===== src/rtl/rd_ptr_ctrl_p.sv =====
// Read-side pointer/flag controller for the async FIFO (rclk domain).
// Synchronises the write Gray pointer and produces read address, empty, almost-empty, fill count and underflow.
module rd_ptr_ctrl_p #(
    parameter int ADDR_W      = 3,
    parameter int SYNC_STAGES = 2,
    parameter int AE_THRESH   = 1
) (
    input  logic              rclk,
    input  logic              rrst,
    input  logic              ren,
    input  logic [ADDR_W:0]   wptr_gray,
    output logic [ADDR_W-1:0] raddr,
    output logic [ADDR_W:0]   rptr_gray,
    output logic              empty,
    output logic              almost_empty,
    output logic [ADDR_W:0]   rcount,
    output logic              underflow
);

    localparam int PW = ADDR_W + 1;
    localparam logic [PW-1:0] AE_LIM = PW'(AE_THRESH);

    logic [SYNC_STAGES-1:0][PW-1:0] wq;
    logic [PW-1:0] wq_gray;
    logic [PW-1:0] wq_bin;
    logic [PW-1:0] rbin;
    logic [PW-1:0] rbin_next;
    logic [PW-1:0] rgray_next;
    logic [PW-1:0] cnt_next;
    logic          rd_fire;

    // Plain flop chain: nothing may sit between the stages.
    always_ff @(posedge rclk or posedge rrst) begin
        if (rrst) begin
            wq <= '0;
        end else begin
            wq[0] <= wptr_gray;
            for (int i = 1; i < SYNC_STAGES; i++)
                wq[i] <= wq[i-1];
        end
    end

    assign wq_gray = wq[SYNC_STAGES-1];

    always_comb begin
        wq_bin = '0;
        for (int i = 0; i < PW; i++)
            wq_bin[i] = ^(wq_gray >> i);
    end

    assign rd_fire    = ren & ~empty;
    assign rbin_next  = rbin + PW'(rd_fire);
    assign rgray_next = rbin_next ^ (rbin_next >> 1);
    // Modular difference keeps a full FIFO at 2**ADDR_W rather than 0.
    assign cnt_next   = wq_bin - rbin_next;

    always_ff @(posedge rclk or posedge rrst) begin
        if (rrst) begin
            rbin         <= '0;
            rptr_gray    <= '0;
            empty        <= 1'b1;
            almost_empty <= 1'b1;
            rcount       <= '0;
            underflow    <= 1'b0;
        end else begin
            rbin         <= rbin_next;
            rptr_gray    <= rgray_next;
            empty        <= (rgray_next == wq_gray);
            almost_empty <= (cnt_next <= AE_LIM);
            rcount       <= cnt_next;
            underflow    <= ren & empty;
        end
    end

    assign raddr = rbin[ADDR_W-1:0];

endmodule

===== config.mk =====
export PLATFORM = sky130hd
export DESIGN_NAME = rd_ptr_ctrl_p
export DESIGN_NICKNAME = d
export VERILOG_FILES = /design/src/rtl/rd_ptr_ctrl_p.sv
export SDC_FILE = /design/constraint.sdc
export NUM_CORES = 1
export LEC_CHECK = 0
export BUFFER_PORTS_ARGS = -buffer_cell sky130_fd_sc_hd__buf_2
export CAP_MARGIN = 25
export CORE_MARGIN = 3
export CORE_UTILIZATION = 49
export CTS_BUF_LIST = sky130_fd_sc_hd__clkbuf_2 sky130_fd_sc_hd__clkbuf_4 sky130_fd_sc_hd__clkbuf_8
export CTS_CLUSTER_SIZE = 10
export DETAILED_ROUTE_END_ITERATION = 12
export PLACE_DENSITY = 0.85
export SLEW_MARGIN = 20
export SYNTH_ARGS = -nofsm -noshare
export SYNTH_HDL_FRONTEND = slang
export SYNTH_SLANG_ARGS = --single-unit

===== constraint.sdc =====
create_clock -name rclk -period 2.1 [get_ports rclk]
set_input_delay 0 -clock rclk [delete_from_list [all_inputs] [get_ports rclk]]
set_output_delay 0 -clock rclk [all_outputs]
set_load 0.01 [all_outputs]

======== Word-level counts from Yosys, hierarchy flattened ========
Index checks and enable logic that the tools add are counted.
cells by class
  add/sub/neg operators ................... 2
  order comparisons ....................... 1
  equality and inequality tests ........... 1
  bitwise gates (word level) .............. 4
  reductions and logical operators ........ 4
operator list
  cell                                                 number
  parity 4 bit                                         4
  adder 4 x 1 -> 4 bit                                 1
  == test 4 bit                                        1
  <= comparator 4 x 1 -> 1 bit, second input constant  1
  subtractor 4 bit                                     1
  XOR 4 x 3 -> 4 bit                                   1
  bitwise AND 1 bit                                    2
  NOT 1 bit                                            1
word-level totals
  flip-flop bits (word level) ............. 23
  output and inout port bits .............. 14

======== Depth between registers and ports, before layout ========
Gate-level depths: netlist of the first run.
  depth in word-level cells ............... 5
  gate-level depth with buffers ........... 9
  mapped depth without buffers ............ 9

======== Worst setup path after synthesis of the first run ========
No wires, ideal clock.
  path type ............................... register to register
  start point ............................. register empty
  end point ............................... register rcount[3]
  library setup time ...................... 0.124 ns
  arrival ................................. 2.262 ns
  required time ........................... 1.976 ns
  path slack .............................. -0.286 ns
  stages on the path, launching flop included .. 10
  period minus slack after synthesis ...... 2.386 ns
  path through ............................ dfstp_2 -> nor2b_1 -> ha_1 -> ha_1 -> xnor2_1 -> ha_1 -> inv_1 -> a2111o_1 -> and4_4 -> or2_1
on the way
  word-level cells in the longest chain between the ends .. 4
ends and longest elaborated chain
  what                      RTL line  source
  start: declaration        14        output logic empty,
  start signal: assignment  68        empty <= (rgray_next == wq_gray);
  NOT 1 bit                 51        assign rd_fire = ren & ~empty;
  bitwise AND 1 bit         51
  adder 4 x 1 -> 4 bit      52        assign rbin_next = rbin + PW'(rd_fire);
  subtractor 4 bit          55        assign cnt_next = wq_bin - rbin_next;
  via cnt_next[3]           29        logic [PW-1:0] cnt_next;
  end signal: assignment    70        rcount <= cnt_next;
  end: declaration          16        output logic [ADDR_W:0] rcount,
The timed path passes the listed nets, and every way through them passes these cells.

======== Final worst setup path of the first run ========
Same ends and word-level chain as after synthesis.

==> impl_metrics.env, run 1 <==
export IMPL_htree_num_levels=1
export IMPL_yosysWarnings=0
export IMPL_fin_util_pct=70.9
export IMPL_grt_max_degree=23
export IMPL_root_buffer="clkbuf_4"
export IMPL_p_switching_uw=727
export IMPL_core_area_um2=1760
export IMPL_clock_skew_final_ns=0.00162
export IMPL_cts_tree="yes"
export IMPL_violations="setup timing"
export IMPL_timing_max_cap_violations=0
export IMPL_drive_above_1_share_pct=41.6
export IMPL_grt_pass1_wl_um=2900
export IMPL_place_congestion=0.724
export IMPL_fin_crit_ns=2.17
export IMPL_ant_nets=0
export IMPL_power_density_nw_per_um2=1590
export IMPL_power_leakage_nw=0.605
export IMPL_clkTransAtPathRegs_ns=0.11
export IMPL_cts_buffer_depth=2
export IMPL_die_y_um=49.7
export IMPL_num_vias=609
export IMPL_port_buffers=20
export IMPL_synth_cell_types=23
export IMPL_synth_nets=78
export IMPL_viasPerCell=4.83
export IMPL_grt_usage_pct=15.8
export IMPL_grt_overflow_total=0
export IMPL_fin_cells=126
export IMPL_design_die_area_um2=2470
export IMPL_wl_per_cell_um=12.2
export IMPL_synth_avg_cell_area_um2=14.2
export IMPL_final_max_slew_violation_count=0
export IMPL_grt_pass1_vias=670
export IMPL_outcome="finished with violations"
export IMPL_hold_start="wptr_gray[0]"
export IMPL_synth_seq_cells=22
export IMPL_wl_um=1540
export IMPL_yosysTopAreaCellShare_pct=53.5
export IMPL_slew_headroom_pct=47.9
export IMPL_ff2ff_path_depth=9
export IMPL_post_cts_setup_buffers=0
export IMPL_antenna_cells=0
export IMPL_initial_utilization_pct=53.0
export IMPL_placed_cell_area_um2=1150
export IMPL_worstPathMaxFanout=4
export IMPL_worstSetupStartpointType="register"
export IMPL_dr_pass1_iters=2
export IMPL_cp_end_kind="register"
export IMPL_hold_viol_final=0
export IMPL_r2r_start="empty"
export IMPL_crit_type="reg -> reg"
export IMPL_antenna_found_initial=0
export IMPL_rsz0062_at_grt="yes"
export IMPL_numPlacedInstances=116
export IMPL_power_internal_mw=1.26
export IMPL_cts_sinks=22
export IMPL_ioPinCount=21
export IMPL_worst_pin_slew_ns=0.780
export IMPL_swShare_pct=36.7
export IMPL_pwr_share_clk_pct=11.5
export IMPL_holdPathStages=2
export IMPL_syn_inst=66
export IMPL_syn_cell_area_um2=936
export IMPL_comb_power_share_pct=56.1
export IMPL_cp_arrival_ns=2.37
export IMPL_rrSetupSlack_ns=-0.07
export IMPL_worst_ep_required_time_ns=2.30
export IMPL_synth_top_cell_by_area="dfrtp_1"
export IMPL_hold_path_class="in -> reg"
export IMPL_yosysSeqAreaShare_pct=59.1
export IMPL_syn2layout_area_growth_pct=33.6
export IMPL_rows=15
export IMPL_drc=0
export IMPL_cts_buffers=3
export IMPL_finalSetupViolCount=2
export IMPL_holdPathEnd="wq[0]"
export IMPL_nets=114
export IMPL_fmax_ghz=0.462
export IMPL_p_seq_share_pct=32.5
export IMPL_pre_cts_ws_ns=-0.0665
export IMPL_hpwlAfterDp_um=1160
export IMPL_final_area_um2=1250
export IMPL_worstSkewPairLatency_ns=0.30
export IMPL_yosys_top_cells_area="dfrtp_1 53%, xnor2_1 9.4%, ha_1 6.7%, dfstp_2 5.6%, inv_1 2.8%"
export IMPL_initialDrtViolationCount=1
export IMPL_regToRegEndpoint="rcount[3]"
export IMPL_ir_drop_mv=0.792
export IMPL_worst_slack_ns=-0.0668
export IMPL_fin_crit_sh_pct=103
export IMPL_nFillCells=137
export IMPL_die_w_um=49.7
==> flip-flops by register name, summed over array words and instances, names as in the netlist <==
name and flops:
rbin 4, rcount 4, wq 4, wq_gray 4, rptr_gray 3, almost_empty 1, empty 1, underflow 1
==> worst max-delay path: stages (launching register included) <==
cell and delay, ns:
dfstp_2 0.55, nor2b_1 0.04, ha_2 0.19, ha_4 0.18
xnor2_4 0.13, ha_4 0.29, inv_2 0.03, a2111o_1 0.30
and4_4 0.16, or2_1 0.20
==> stage by stage <==
stage          TNS, ns  hold WS (ns)  total power, mW
2_1_floorplan   -0.106       -0.0123             1.43
3_3_place_gp   -0.0357         0.109             1.70
3_5_place_dp    -0.123         0.110             1.75
4_1_cts         -0.151         0.319             2.01
5_1_grt         -0.311         0.302             2.16
6_report        -0.127         0.329             1.98
==> cell usage after synthesis <==
cell,number
nor4_2,1
mux2i_1,1
dfrtp_1,20
o2111ai_1,1
xor2_1,3
a2111o_1,1
and2_1,1
buf_2,1
nand2b_1,1
a21boi_0,1
inv_1,7
a31oi_1,2
nor2b_1,1
xor3_2,1
nand2_1,1
dfstp_2,2
xnor3_4,1
or2_1,1
a21oi_2,1
ha_1,5
xnor2_1,10
and4_4,1
and3_1,2
==> routing by layer <==
layer  vias to the layer above  share of wire [%]  track usage, %  wire length [um]
met4                         0                2.8            9.68                43
met1                       296                 39            17.1               607
met2                        17                 52            28.2               804
li1                        291                  -               -                 -
met3                         5                5.4            3.02                83
met5                         -                  0               0                 0
==> timing repair <==
action                                  in CTS  in global routing
hold buffers                                 6                  0
gates resized for setup                      1                  0
endpoints found under the hold margin       25                  0
endpoints found under the setup margin       2                  2
pin swaps                                    1                  0
==> cells in the final DEF (no fill, tap or decap), types with 2 or more instances in the layout <==
master,count
a31oi_1,2
buf_4,6
xnor2_1,9
ha_4,2
dfrtp_1,20
xor2_1,3
and3_1,2
dfstp_2,2
buf_2,20
ha_1,2
inv_1,6
dlygate4sd3_1,6
clkbuf_4,3
==> power by group through the flow <==
stage | registers, mW | logic (mW) | clock network, mW
6_report | 0.644 | 1.11 | 0.227
5_1_grt | 0.662 | 1.24 | 0.259
3_3_place_gp | 0.650 | 1.05 | 0
3_5_place_dp | 0.655 | 1.10 | 0
2_1_floorplan | 0.717 | 0.714 | 0
4_1_cts | 0.646 | 1.13 | 0.234
==> cells by family after synthesis <==
logic type | Yosys count | share of synthesized area [%]
compound gates | 6 | 5.21
fa+ha+maj | 5 | 6.68
simple gates | 9 | 6.95
flops | 22 | 59.1
buf+inv | 8 | 3.34
mux | 1 | 1.07
xor+xnor | 15 | 17.6
==> cell type report <==
| cell class | instances | area (um^2) | share of cell area [%] |
|---|---|---|---|
| repair buffers | 32 | 205 | 16.4 |
| multi-input cells | 36 | 398 | 31.8 |
| flip-flops and latches | 22 | 553 | 44.2 |
| well taps | 25 | 31.3 | 2.50 |
| inverters | 7 | 26.3 | 2.10 |
| clock buffers | 4 | 36.3 | 2.90 |
==> how the worst max path moves through the flow <==
stage / start / end / slack [ns] / depth (start not counted)
after floorplan: empty / rcount[3] / -0.07 / 9
after global placement: empty / rcount[3] / -0.03 / 9
after detailed placement: empty / rcount[3] / -0.07 / 9
after CTS: empty / rcount[3] / -0.08 / 9
after global routing: empty / rcount[3] / -0.16 / 9
final: empty / rcount[3] / -0.07 / 9
Note: power is estimated with default switching activity, not from simulation.
==> run 2, diff against run 1 <==
Settings changed: SKIP_LAST_GASP from default to 1.
==> run 2 against run 1 <==
Critical endpoint unchanged. Combinational power about the same. Die area unchanged. Largest cell class unchanged. Hold slack is the same. The run still ends with setup timing left. Critical path depth unchanged. Total power shrank 0.34%. Non-clock buffer count did not move. Final cell count stayed put.
==> impl_metrics.env, run 2 (synthesis results as in run 1) <==
export IMPL_drive_above_1_share_pct=40.6
export IMPL_num_vias=609
export IMPL_cp_arrival_ns=2.37
export IMPL_syn2layout_area_growth_pct=33.6
export IMPL_ir_drop_mv=0.792
export IMPL_die_w_um=49.7
export IMPL_grt_overflow_total=0
export IMPL_cts_buffer_depth=2
export IMPL_clkTransAtPathRegs_ns=0.11
export IMPL_numPlacedInstances=116
export IMPL_fin_crit_sh_pct=103
export IMPL_hold_viol_final=0
export IMPL_worstSetupStartpointType="register"
export IMPL_worstPathMaxFanout=4
export IMPL_hpwlAfterDp_um=1160
export IMPL_clock_skew_final_ns=0.00162
export IMPL_mostFrequentLayoutCells="20 x buf_2, 20 x dfrtp_1, 9 x xnor2_1, 7 x inv_1"
export IMPL_worst_pin_slew_ns=0.780
export IMPL_root_buffer="clkbuf_4"
export IMPL_worstSkewPairLatency_ns=0.30
export IMPL_hold_path_class="in -> reg"
export IMPL_fmax_ghz=0.461
export IMPL_use_met2_pct=28.2
export IMPL_slew_headroom_pct=47.9
export IMPL_rsz0062_at_grt="yes"
export IMPL_viasPerCell=4.83
export IMPL_cpMostUsedCell="ha_4"
export IMPL_power_density_nw_per_um2=1580
export IMPL_dr_pass1_iters=2
export IMPL_grt_usage_pct=15.8
export IMPL_drc=0
export IMPL_cpMaxStageDelayCell="dfstp_2"
export IMPL_timing_max_cap_violations=0
export IMPL_slowest_delay_ns=0.55
export IMPL_htree_num_levels=1
export IMPL_grt_max_degree=23
export IMPL_wl_um=1540
export IMPL_power_leakage_nw=0.606
export IMPL_ioPinCount=21
export IMPL_fin_util_pct=70.9
export IMPL_ant_nets=0
export IMPL_core_area_um2=1760
export IMPL_nFillCells=137
export IMPL_initialDrtViolationCount=1
export IMPL_grt_pass1_vias=670
export IMPL_place_congestion=0.724
export IMPL_wl_per_cell_um=12.2
export IMPL_outcome="finished with violations"
export IMPL_regToRegEndpoint="rcount[3]"
export IMPL_fin_cells=126
export IMPL_grt_use_met3_pct=3.02
export IMPL_cp_end_kind="register"
export IMPL_violations="setup timing"
export IMPL_holdPathStages=2
export IMPL_grt_pass1_wl_um=2900
export IMPL_finalSetupViolCount=2
export IMPL_cts_sinks=22
export IMPL_antenna_cells=0
export IMPL_antenna_found_initial=0
export IMPL_die_y_um=49.7
export IMPL_holdPathEnd="wq[0]"
export IMPL_port_buffers=20
export IMPL_rows=15
export IMPL_path_cells="nor2b_1 -> ha_2 -> ha_4 -> xnor2_4 -> ha_4 -> inv_1 -> a2111o_1 -> and4_4 -> or2_1"
export IMPL_post_cts_setup_buffers=0
export IMPL_r2r_start="empty"
export IMPL_grtUsageMet1_pct=17.1
export IMPL_worst_ep_required_time_ns=2.30
export IMPL_cts_tree="yes"
export IMPL_crit_type="reg -> reg"
export IMPL_nets=114
export IMPL_design_die_area_um2=2470
export IMPL_rrSetupSlack_ns=-0.07
export IMPL_fin_crit_ns=2.17
export IMPL_initial_utilization_pct=53.0
export IMPL_final_max_slew_violation_count=0
export IMPL_worst_slack_ns=-0.0710
export IMPL_ff2ff_path_depth=9
export IMPL_busiest_layer="met2"
export IMPL_hold_start="wptr_gray[0]"
export IMPL_cts_buffers=3
[run 2: cell count changes in the layout (fill, tap and decap cells not counted)]
cell,delta
inv_1,+1
inv_2,-1
[run 2: layout make-up]
class | instances | area, um^2 | share of cell area, %
clock buffer | 4 | 36.3 | 2.90
inverter | 7 | 26.3 | 2.10
multi-input combinational | 36 | 398 | 31.8
sequential | 22 | 553 | 44.2
tap | 25 | 31.3 | 2.50
timing repair buffer | 32 | 205 | 16.4
[run 2: where the power goes]
group	internal, mW	switching (mW)
Combinational	0.575	0.529
Clock	0.106	0.121
Sequential	0.570	0.0737
Total	1.25	0.724
[run 2: stage by stage]
stage          TNS (ns)  worst slack, ns  cell area, um^2  hold slack [ns]  power [mW]
2_1_floorplan    -0.106          -0.0716              982          -0.0123        1.43
3_3_place_gp    -0.0357          -0.0315             1150            0.109        1.70
3_5_place_dp     -0.123          -0.0665             1150            0.110        1.75
4_1_cts          -0.159          -0.0797             1250            0.319        2.00
5_1_grt          -0.327           -0.168             1250            0.302        2.16
6_report         -0.135          -0.0710             1250            0.329        1.98
[run 2: timing repair]
action	4_1_cts	5_1_grt
hold endpoints to repair	25	0
pin swaps	1	0
endpoints found under the setup margin	2	2
hold buffers	6	0
resized for setup	0	0
[run 2: routing by layer]
metal  routed length, um  part of all wire [%]  up-vias
met2                 804                    52       17
met5                   0                     0        -
met4                  43                   2.8        0
li1                    -                     -      291
met1                 608                    40      296
met3                  83                   5.4        5
[run 2: worst max-delay path by stage]
| stage | start | slack [ns] | end |
|---|---|---|---|
| final | empty | -0.07 | rcount[3] |
| after global routing | empty | -0.17 | rcount[3] |
| after CTS | empty | -0.08 | rcount[3] |
| after detailed placement | empty | -0.07 | rcount[3] |
| after global placement | empty | -0.03 | rcount[3] |
| after floorplan | empty | -0.07 | rcount[3] |
[run 2: worst max-delay path, delay by kind of cell (launching register included)]
kind | cells | cell delay [ns]
xor+xnor | 1 | 0.13
flops | 1 | 0.55
buf+inv | 1 | 0.04
simple gates | 3 | 0.40
compound gates | 1 | 0.30
fa+ha+maj | 3 | 0.66
